**config.mk**
```make
export PLATFORM = sky130hd
export DESIGN_NAME = imm_extend_pipe
export DESIGN_NICKNAME = d
export VERILOG_FILES = /design/src/rtl/imm_extend_pipe.sv
export SDC_FILE = /design/constraint.sdc
export NUM_CORES = 1
export LEC_CHECK = 0
export ABC_AREA = 1
export ABC_CLOCK_PERIOD_IN_PS = 3300
export BUFFER_PORTS_ARGS = -buffer_cell sky130_fd_sc_hd__buf_2
export CORE_ASPECT_RATIO = 0.75
export CORE_MARGIN = 2
export CORE_UTILIZATION = 35
export CTS_CLUSTER_SIZE = 20
export DETAILED_ROUTE_END_ITERATION = 7
export GPL_TIMING_DRIVEN = 0
export PLACE_DENSITY = 0.6
export SLEW_MARGIN = 40
export SYNTH_ARGS = -nofsm -noshare
export SYNTH_HDL_FRONTEND = slang
export SYNTH_SLANG_ARGS = --single-unit
```
**constraint.sdc**
```tcl
create_clock -name clk -period 3.3 [get_ports clk]
set_input_delay 0.33 -clock clk [delete_from_list [all_inputs] [get_ports clk]]
set_output_delay 0.33 -clock clk [all_outputs]
set_load 0.02 [all_outputs]
```
**src/rtl/imm_extend_pipe.sv**
```systemverilog
// Registered RV32/RV64 immediate generator with valid/ready handshake and optional 2-entry skid buffer.
// Define IMM_ZICSR_EN to decode imm_src 6 as the CSR zimm; otherwise code 6 reports imm_err like code 7.
module imm_extend_pipe #(
   parameter int XLEN = 32,
   parameter bit SKID = 1'b1
) (
   input  logic            clk,
   input  logic            rst,
   input  logic            flush,
   input  logic            in_valid,
   output logic            in_ready,
   input  logic [31:0]     instr,
   input  logic [2:0]      imm_src,
   output logic            out_valid,
   input  logic            out_ready,
   output logic [XLEN-1:0] imm_ext,
   output logic            imm_err
);

   typedef enum logic [2:0] {
      IMM_I     = 3'd0,
      IMM_J     = 3'd1,
      IMM_U     = 3'd2,
      IMM_B     = 3'd3,
      IMM_S     = 3'd4,
      IMM_SHAMT = 3'd5,
      IMM_ZICSR = 3'd6,
      IMM_RSVD  = 3'd7
   } imm_fmt_e;

   typedef struct packed {
      logic            err;
      logic [XLEN-1:0] imm;
   } entry_t;

   if (XLEN != 32 && XLEN != 64) begin : g_bad_xlen
      $error("imm_extend_pipe: XLEN must be 32 or 64");
   end

   logic   s;
   entry_t dec;
   entry_t o_q;
   logic   o_valid_q;
   logic   in_fire;

   assign s       = instr[31];
   assign in_fire = in_valid && in_ready;

   // NOTE: every output of this block gets a default first, so no path can infer a latch.
   always_comb begin
      dec.err = 1'b0;
      dec.imm = '0;
      case (imm_src)
         IMM_I:     dec.imm = {{(XLEN-12){s}}, instr[31:20]};
         IMM_J:     dec.imm = {{(XLEN-20){s}}, instr[19:12], instr[20], instr[30:21], 1'b0};
         IMM_U:     dec.imm = {{(XLEN-31){s}}, instr[30:12], 12'b0};
         IMM_B:     dec.imm = {{(XLEN-12){s}}, instr[7], instr[30:25], instr[11:8], 1'b0};
         IMM_S:     dec.imm = {{(XLEN-12){s}}, instr[31:25], instr[11:7]};
         IMM_SHAMT: dec.imm = (XLEN == 64) ? {{(XLEN-6){1'b0}}, instr[25:20]}
                                           : {{(XLEN-5){1'b0}}, instr[24:20]};
`ifdef IMM_ZICSR_EN
         IMM_ZICSR: dec.imm = {{(XLEN-5){1'b0}}, instr[19:15]};
`endif
         default:   dec.err = 1'b1;
      endcase
   end

   // The opcode field never contributes to an immediate.
   logic unused_opcode;
   assign unused_opcode = &{1'b0, instr[6:0]};

   if (SKID) begin : g_skid
      entry_t k_q;
      logic   k_valid_q;

      // Registered ready: the skid slot absorbs the entry accepted while O stalls.
      assign in_ready = !k_valid_q;

      // NOTE: data registers are reset as well because imm_ext must read 0 straight out of reset.
      always_ff @(posedge clk or posedge rst) begin
         if (rst) begin
            o_valid_q <= 1'b0;
            o_q       <= '0;
            k_valid_q <= 1'b0;
            k_q       <= '0;
         end else if (flush) begin
            o_valid_q <= 1'b0;
            k_valid_q <= 1'b0;
         end else if (!o_valid_q || out_ready) begin
            if (k_valid_q) begin
               o_q       <= k_q;
               o_valid_q <= 1'b1;
               k_valid_q <= 1'b0;
            end else begin
               o_valid_q <= in_fire;
               if (in_fire) o_q <= dec;
            end
         end else if (in_fire) begin
            k_q       <= dec;
            k_valid_q <= 1'b1;
         end
      end
   end else begin : g_noskid
      assign in_ready = !o_valid_q || out_ready;

      always_ff @(posedge clk or posedge rst) begin
         if (rst) begin
            o_valid_q <= 1'b0;
            o_q       <= '0;
         end else if (flush) begin
            o_valid_q <= 1'b0;
         end else if (in_ready) begin
            o_valid_q <= in_valid;
            if (in_valid) o_q <= dec;
         end
      end
   end

   assign out_valid = o_valid_q;
   assign imm_ext   = o_q.imm;
   assign imm_err   = o_q.err;

endmodule

```
==> flow_metrics.tcl <==
set metrics [dict create \
    outcome "finished clean" \
    root_buffer "clkbuf_16" \
    layout_setup_ws_ps 1355 \
    rows 31 \
    fmax_mhz 514.2 \
    cts.repair.resized 0 \
    cp_num_buf_inv 4 \
    fin_area_mm2 0.004342 \
    holdWs_ps 216.6 \
    dr.pass1.iters 4 \
    cts_buffers 9 \
    vdd_ir_drop_max_mv 0.2747 \
    rsz0062_at_grt "false" \
    crit_top_cell "buf_2" \
    die_area_mm2 0.01083 \
    htree_levels 3 \
    start_util 0.3612 \
    syn_nets 516 \
    reg2reg_to "imm_ext[4]" \
    dr_total_vias 3216 \
    io_buffers 64 \
    drc 0 \
    ys_types 24 \
    r2r_setup_slack_ps 1870 \
    cts_tree "done" \
    drt_iter0_markers 199 \
    holdPathEnd "out_valid" \
    maxSlewViolCount 0 \
    antennaDiodeCount 0 \
    area_growth_pct 23.97 \
    synthCells 476 \
    ys_ff_latch 68 \
    slowest_stage "dfrtp_1" \
    slew_headroom 0.6352 \
    maxCapViolations 0 \
    cts_buffer_depth 2 \
    hold_path.startpoint "flush" \
    hp-class "in -> reg" \
    arrival_ps 1610 \
    worstPathCellList "inv_2, buf_2, buf_2, buf_2" \
    die_w_um 119.5 \
    start_kind "flip-flop" \
    powerDensity_mw_per_mm2 597.2 \
    drive_above_1_share 0.2079 \
    ys.flop_type "dfrtp_1" \
    dp_hpwl_mm 6.691 \
    setup.worst_path.class "reg -> out" \
    io_pins 75 \
    syn_area_mm2 0.003502 \
    rr_startpoint "g_skid.k_valid_q" \
    cp-end-kind "output pin" \
    placedInstanceArea_mm2 0.004013 \
    antenna_found_initial 0 \
    slowest_delay_ps 410 \
    ys_seq_area_frac 0.4859 \
    final_net_count 593 \
    clk_latency_ps 330 \
    period_share 0.5894 \
    wl_per_cell_um 13.63 \
    routed_wl_mm 9.407 \
    crit_start "g_skid.k_valid_q" \
    fin_setup_tns_ps 0 \
    avgSynthCellArea_um2 7.357 \
    vias_per_cell 4.661 \
    reg2reg_depth 4 \
    die_h_um 90.63 \
    worstPathRequired_ps 2970 \
    grt_first_pass_wirelength_mm 16.04 \
    finalSetupViolations 0 \
    clkSinkCount 68 \
    async_flop_share 1.000 \
    min_period_ps 1945 \
    grt_pass1_vias 3205 \
    leakagePower_nw 2.542 \
    clock_skew_ps 5.182 \
    critPathTopFamily "buffers and inverters" \
    yosys_warnings 0 \
    crit_fanout 10 \
    place_ws_ps 1717 \
    grt_max_degree 38 \
    hold_viol 0 \
    ant_nets 0 \
    worstMarginPinSlew_ps 547.1 \
    synth-edff-count 0 \
    grt-ovfl-total 0 \
    clk_pin_slew_ps 50 \
    grtUsageTotal 0.1858 \
    gp_congestion 0.8563 \
    hold_depth 2 \
    core_mm2 0.009697 \
]
## timing repair
action                                 CTS  global route
buffers inserted                         0             0
hold buffers                             1             0
endpoints found under the hold margin   31             0
## flip-flops by register name (all words and copies together), names as in the netlist
| register | cells |
|---|---|
| out_valid | 1 |
| g_skid.k_valid_q | 1 |
| imm_ext | 32 |
| imm_err | 1 |
| g_skid.k_q | 33 |
## layout make-up
class / count / area (µm²)
Clock inverter: 4 / 72.57
Clock buffer: 12 / 246.5
Fill cell: 1009 / 5355
Buffer: 25 / 157.7
Inverter: 30 / 125.1
Tap cell: 132 / 165.2
Timing Repair Buffer: 66 / 350.3
Sequential cell: 68 / 1702
Multi-Input combinational cell: 353 / 1523
## layout by cell type (no fill, tap or decap), drive strengths merged
cell and n:
a21boi 4, a21oi 4, o211ai 1, nand2 232, nor2 40, nand4 4, clkinv 1, clkinvlp 1
clkbuf 20, buf 82, dlygate4sd3 1, nand3 43, o21ai 25, bufinv 2, inv 30, dfrtp 68
## metal layers
| metal | wire (µm) | track usage | share of wire | vias up |
|---|---|---|---|---|
| met5 | 0 | 0 | 0 | - |
| met1 | 4743 | 0.2742 | 0.50 | 1502 |
| met4 | 67 | 0.05294 | 0.0071 | 0 |
| met2 | 4097 | 0.2710 | 0.44 | 75 |
| met3 | 499 | 0.04356 | 0.053 | 4 |
| li1 | - | - | - | 1635 |
## worst register-to-register path, stage by stage (launching register included)
cell      delay [ps]
dfrtp_1          410
o211ai_2         310
clkbuf_1         450
nand2_1          110
nand2_1           90
## Yosys cell counts, types with 4 or more instances
cell type | count | area share
nand2_1 | 225 | 0.24
a21oi_1 | 4 | 0.0057
o21ai_0 | 7 | 0.010
nand3_1 | 43 | 0.061
buf_6 | 6 | 0.019
dfrtp_1 | 68 | 0.49
o21ai_1 | 17 | 0.024
clkbuf_1 | 8 | 0.0086
inv_1 | 24 | 0.026
buf_2 | 9 | 0.013
nor2_1 | 37 | 0.040
nand2_4 | 4 | 0.013
## cell families after synthesis
logic type | share of synthesized area
AOI/OAI and AO/OA | 0.05466
DFF | 0.4859
buffers and inverters | 0.07931
and+or+nand+nor | 0.3801
## metrics by stage
step / std cells / utilization / total power, W
after global placement: 672 / 0.4112 / 0.001564
after global routing: 690 / 0.4477 / 0.002735
after CTS: 690 / 0.4477 / 0.002624
after floorplan: 476 / - / 0.001408
after detailed placement: 673 / 0.4138 / 0.001579
final: 690 / 0.4477 / 0.002593
## power by group
group | total, W | switching [W] | internal [W]
combinational | 0.000507 | 0.000327 | 0.000181
clock | 0.00103 | 0.000348 | 0.000681
sequential | 0.00106 | 0.0000690 | 0.000988
total | 0.00259 | 0.000743 | 0.00185
## worst max path at each step
stage | cells after the start | to
final | 4 | in_ready
after CTS | 4 | in_ready
after detailed placement | 4 | in_ready
after floorplan | 1 | g_skid.k_q[0]
after global routing | 4 | in_ready
after global placement | 2 | out_valid
(Power assumes the default switching activity.)
